File: config.mk
export PLATFORM = sky130hd
export DESIGN_NAME = mem_arbiter
export DESIGN_NICKNAME = d
export VERILOG_FILES = /design/src/rtl/mem_arbiter.sv
export SDC_FILE = /design/constraint.sdc
export NUM_CORES = 1
export LEC_CHECK = 0
export CORE_MARGIN = 8
export CORE_UTILIZATION = 35
export CTS_CLUSTER_DIAMETER = 50
export DETAILED_ROUTE_END_ITERATION = 10
export PLACE_DENSITY = 0.9
export SLEW_MARGIN = 40
export SYNTH_ARGS = -nofsm -noshare
export SYNTH_HDL_FRONTEND = slang
export SYNTH_SLANG_ARGS = --single-unit
File: constraint.sdc
create_clock -name clk_i -period 4.1 [get_ports clk_i]
set_clock_uncertainty 0.2 [all_clocks]
set_input_delay 0.82 -clock clk_i [delete_from_list [all_inputs] [get_ports clk_i]]
set_output_delay 0.82 -clock clk_i [all_outputs]
set_load 0.02 [all_outputs]
File: src/rtl/mem_arbiter.sv
// Two-state arbiter sharing one synchronous single-port SRAM between instruction fetch
// and data load/store. Data has priority; a starvation counter eventually forces a pending fetch through.
module mem_arbiter #(
  parameter int MEM_AW     = 16,
  parameter int STARVE_MAX = 4
) (
  input  logic              clk_i,
  input  logic              rst_i,
  input  logic              if_req_i,
  input  logic [31:0]       if_addr_i,
  output logic [31:0]       if_rdata_o,
  output logic              if_valid_o,
  input  logic              d_req_i,
  input  logic              d_we_i,
  input  logic [3:0]        d_sel_i,
  input  logic [31:0]       d_addr_i,
  input  logic [31:0]       d_wdata_i,
  output logic [31:0]       d_rdata_o,
  output logic              d_valid_o,
  output logic              stall_o,
  output logic              mem_en_o,
  output logic [3:0]        mem_we_o,
  output logic [MEM_AW-1:0] mem_addr_o,
  output logic [31:0]       mem_wdata_o,
  input  logic [31:0]       mem_rdata_i,
  output logic              dbg_state
);

  localparam int SW = $clog2(STARVE_MAX + 1);

  typedef enum logic {IDLE = 1'b0, RESP = 1'b1} state_t;

  // Handshake: a requester raises req with stable fields and holds them until its
  // valid strobe; it may drop or change the request in the cycle after valid.
  state_t        state, state_nxt;
  logic          owner_d, owner_d_nxt;
  logic          store_q, store_nxt;
  logic [SW-1:0] starve, starve_nxt;
  logic [31:0]   if_hold, d_hold;
  logic          grant_d, grant_if;

  logic unused_addr_bits;
  assign unused_addr_bits = ^{if_addr_i[1:0], if_addr_i[31:MEM_AW+2],
                              d_addr_i[1:0], d_addr_i[31:MEM_AW+2]};

  assign dbg_state = state;

  // Grants are suppressed while reset is held so no SRAM access leaks out.
  always_comb begin
    grant_d  = 1'b0;
    grant_if = 1'b0;
    if (state == IDLE && !rst_i) begin
      if (d_req_i && !(if_req_i && starve == SW'(STARVE_MAX))) grant_d = 1'b1;
      else if (if_req_i)                                        grant_if = 1'b1;
    end
  end

  always_comb begin
    mem_en_o    = grant_d | grant_if;
    mem_we_o    = 4'b0000;
    mem_addr_o  = '0;
    mem_wdata_o = 32'h0;
    if (grant_d) begin
      mem_addr_o  = d_addr_i[MEM_AW+1:2];
      mem_wdata_o = d_wdata_i;
      mem_we_o    = d_we_i ? d_sel_i : 4'b0000;
    end else if (grant_if) begin
      mem_addr_o = if_addr_i[MEM_AW+1:2];
    end
  end

  always_comb begin
    if_valid_o = (state == RESP) && !owner_d;
    d_valid_o  = (state == RESP) && owner_d;
    if_rdata_o = if_valid_o ? mem_rdata_i : if_hold;
    d_rdata_o  = (d_valid_o && !store_q) ? mem_rdata_i : d_hold;
    stall_o    = (if_req_i & ~if_valid_o) | (d_req_i & ~d_valid_o);
  end

  always_comb begin
    state_nxt   = state;
    owner_d_nxt = owner_d;
    store_nxt   = store_q;
    starve_nxt  = starve;
    case (state)
      IDLE: begin
        if (grant_d || grant_if) begin
          state_nxt   = RESP;
          owner_d_nxt = grant_d;
          store_nxt   = grant_d & d_we_i;
          if (grant_d && if_req_i)
            starve_nxt = (starve == SW'(STARVE_MAX)) ? starve : starve + SW'(1);
          else
            starve_nxt = '0;
        end
      end
      RESP:    state_nxt = IDLE;
      default: state_nxt = IDLE;
    endcase
  end

  always_ff @(posedge clk_i or posedge rst_i) begin
    if (rst_i) begin
      state   <= IDLE;
      owner_d <= 1'b0;
      store_q <= 1'b0;
      starve  <= '0;
      if_hold <= 32'h0;
      d_hold  <= 32'h0;
    end else begin
      state   <= state_nxt;
      owner_d <= owner_d_nxt;
      store_q <= store_nxt;
      starve  <= starve_nxt;
      if (if_valid_o)             if_hold <= mem_rdata_i;
      if (d_valid_o && !store_q)  d_hold  <= mem_rdata_i;
    end
  end

endmodule

==> flow_summary_export.csv <==
group,metric,value,unit
status,status,"finished clean",
sta,max_freq,257.2,MHz
synthesis,synth-edff-count,0,
placement,detailed_place_hpwl,9433,um
placement,routabilityCongestion,0.7686,
synthesis,synthesis.yosys.warnings,0,
synthesis,postSynth.topFlopCell,"sky130_fd_sc_hd__dfrtp_1",
final_layout,syn_to_final_growth,81.95,%
route,drt_drc_violations_left,0,
power,power.total,3.465,mW
min_path,min_path_cells,1,
final_layout,nFillCells,673,
route,routed_wirelength,11850,um
sta,post-route-period-util,94.83,%
grt,track_usage,18.54,%
cts,cts_tree,"done",
floorplanning,initial_core_utilization,36.15,%
min_path,hold_path.class,"reg -> reg",
placement,io_buffer_count,225,
synthesis,synth-seq-area-share,55.29,%
worst_setup_path,worstSetupStartpointType,"input port",
final_layout,drive_gt1_share,13.28,%
worst_setup_path,critical_path.endpoint_type,"output port",
final_layout,final_net_count,601,
synthesis,post_synth_instance_area,0.003168,mm^2
worst_setup_path,worst_r2r_path_depth,5,
floorplanning,core_region_area,0.008763,mm^2
min_path,holdCritStartpoint,"d_hold[10]",
power,worst_ir_drop_vdd,0.5468,mV
route,drtIter0Drc,98,
worst_setup_path,timing.critical_path.fanout_max,17,
grt,grt_antenna_before_repair,0,
worst_setup_path,critPathRequiredTime,3.08,ns
cts,clock_sink_count,70,
sta,timing.max_slew.rel_slack,53.69,%
cts,cts_resized,1,
power,power_leakage,2.400,nW
sta,totalNegativeSetupSlack,0,ns
synthesis,synthCells,239,
worst_setup_path,r2r_end,"starve[1]",
route,vias,2793,
cts,insertion_delay,0.33,ns
route,ant_nets,0,
synthesis,synth.distinct_cells,30,
placement,post-place-cells,559,
floorplanning,boundaryPins,258,
final_layout,diodes,0,
sta,finalCriticalPeriod,3.888,ns
synthesis,postSynthRegisterBits,70,
run,max_cap_viol_count,0,
sta,finalSetupViolations,0,
route,wire_per_inst,20.61,um
cts,cts_post_setup_buffers_inserted,0,
min_path,hold_path_end,"d_hold[10]",
worst_setup_path,arr_time_crit_path,2.87,ns
worst_setup_path,reg2reg_setup_slack,2.30,ns
cts,cts-root-buf,"sky130_fd_sc_hd__clkbuf_8",
route,firstDrtPassIters,4,
sta,drv_slew,0,
cts,cts_max_level,3,
route,viasPerCell,4.857,
floorplanning,fp.dieW,111.1,um
sta,rsz0062_at_grt,"no",
final_layout,finish.utilization,65.78,%
floorplanning,design.die.area,0.01235,mm^2
final_layout,instances_no_fill,575,
synthesis,synth.avg_cell_area,13.26,um^2
grt,grt_first_pass_wirelength,18170,um
sta,max_slew.worst_pin.slew,0.6937,ns
power,power_density,601.2,mW/mm^2
floorplanning,overall_die_height,111.1,um
cts,postCtsHoldBufs,0,
sta,worst_hold_slack,0.2945,ns
grt,grt_overflow,0,
cts,cts_max_path_buffers,2,
synthesis,syn_nets,378,
worst_setup_path,regToRegStartpoint,"starve[0]",
synthesis,synth_async_sr_flop_share,100.0,%
grt,grt_start_max_net_pins,54,
worst_setup_path,crit_type,"in -> out",
cts,tritoncts.num_buffers,9,
floorplanning,rows,34,
sta,hold_violations,0,
cts,path_clk_slew,0.07,ns
grt,number_of_global_route_vias_before_repair,3096,
## how the worst max path moves through the flow
stage	startpoint	endpoint	slack, ns	cells after the start
after floorplan	d_req_i	mem_addr_o[10]	1.26	6
after global placement	rst_i	mem_addr_o[3]	0.07	5
after detailed placement	rst_i	mem_addr_o[3]	-0.03	5
after CTS	rst_i	mem_addr_o[3]	0.21	5
after global routing	rst_i	mem_addr_o[9]	0.12	5
final	rst_i	mem_addr_o[9]	0.21	5
## sequential cells by signal (all words and copies together) (netlist names)
register	cells
store_q	1
owner_d	1
if_hold	32
d_hold	32
starve	3
dbg_state	1
## critical path: stages
cell,delay [ns]
sky130_fd_sc_hd__clkdlybuf4s50_1,0.49
sky130_fd_sc_hd__nor2_2,0.26
sky130_fd_sc_hd__and3_2,0.46
sky130_fd_sc_hd__a22o_1,0.20
sky130_fd_sc_hd__clkdlybuf4s50_1,0.63
## synthesized netlist by cell type, types with 2 or more instances
cell,count,area share [%]
sky130_fd_sc_hd__nand2b_1,2,0.39
sky130_fd_sc_hd__a31oi_1,2,0.39
sky130_fd_sc_hd__nand2_1,3,0.36
sky130_fd_sc_hd__a22o_1,16,4.4
sky130_fd_sc_hd__nor2_1,2,0.24
sky130_fd_sc_hd__buf_4,3,0.71
sky130_fd_sc_hd__buf_2,11,1.7
sky130_fd_sc_hd__o22ai_1,2,0.39
sky130_fd_sc_hd__buf_6,2,0.71
sky130_fd_sc_hd__dfrtp_1,70,55
sky130_fd_sc_hd__ha_1,2,0.79
sky130_fd_sc_hd__and2_1,32,6.3
sky130_fd_sc_hd__mux2_1,30,11
sky130_fd_sc_hd__o21a_1,2,0.47
sky130_fd_sc_hd__mux2_2,34,12
sky130_fd_sc_hd__and3_1,6,1.2
sky130_fd_sc_hd__inv_1,7,0.83
## metal layers
layer  share of wire (%)  wire length [um]  track usage [%]
met2                  52              6143            33.90
met5                   0                 0                0
met3                 9.2              1091            8.009
met1                  37              4424            18.70
met4                 1.6               189            4.978
## cells by family after synthesis
group | after synthesis | share of synthesized area (%)
AO/OA/AOI/OAI | 27 | 6.832
buffers and inverters | 25 | 4.226
AND/OR/NAND/NOR | 50 | 9.795
adder cells (fa/ha/maj) | 2 | 0.7898
flip-flops | 70 | 55.29
multiplexers | 65 | 23.06
## cells in the final DEF, fill, tap and decap left out, types with 2 or more instances in the layout
cell type	n
sky130_fd_sc_hd__a31oi_1	2
sky130_fd_sc_hd__nand2b_4	2
sky130_fd_sc_hd__ha_1	2
sky130_fd_sc_hd__dfrtp_1	70
sky130_fd_sc_hd__nand2_1	3
sky130_fd_sc_hd__clkbuf_8	10
sky130_fd_sc_hd__a22o_1	16
sky130_fd_sc_hd__mux2_1	30
sky130_fd_sc_hd__o22ai_1	2
sky130_fd_sc_hd__nor2_1	2
sky130_fd_sc_hd__bufinv_16	3
sky130_fd_sc_hd__mux2_2	34
sky130_fd_sc_hd__clkinv_4	2
sky130_fd_sc_hd__clkdlybuf4s50_1	225
sky130_fd_sc_hd__inv_2	2
sky130_fd_sc_hd__o21a_1	2
sky130_fd_sc_hd__inv_1	6
sky130_fd_sc_hd__and3_1	5
sky130_fd_sc_hd__buf_4	3
sky130_fd_sc_hd__and2_1	32
## final cells by class
class	instances	area (um^2)	area share, %
repair buffers	229	2295	39.81
flip-flops and latches	70	1752	30.39
well taps	108	135.1	2.344
multi-input cells	144	1299	22.53
inverters	8	30.03	0.5209
clock buffers	10	137.6	2.388
clock inverters	6	116.4	2.019
## through the flow
stage | cell area [um^2] | setup WS, ns
after detailed placement | 5509 | -0.02695
final | 5764 | 0.2120
after global routing | 5764 | 0.1190
after CTS | 5764 | 0.2056
after floorplan | 3168 | 1.262
after global placement | 5499 | 0.06634
## where the power goes
| part | internal [mW] | leakage (nW) | switching [mW] | total, mW |
|---|---|---|---|---|
| Combinational | 0.861 | 1.45 | 0.844 | 1.71 |
| Clock | 0.425 | 0.127 | 0.267 | 0.692 |
| Sequential | 0.988 | 0.822 | 0.0801 | 1.07 |
(Power assumes the default switching activity.)
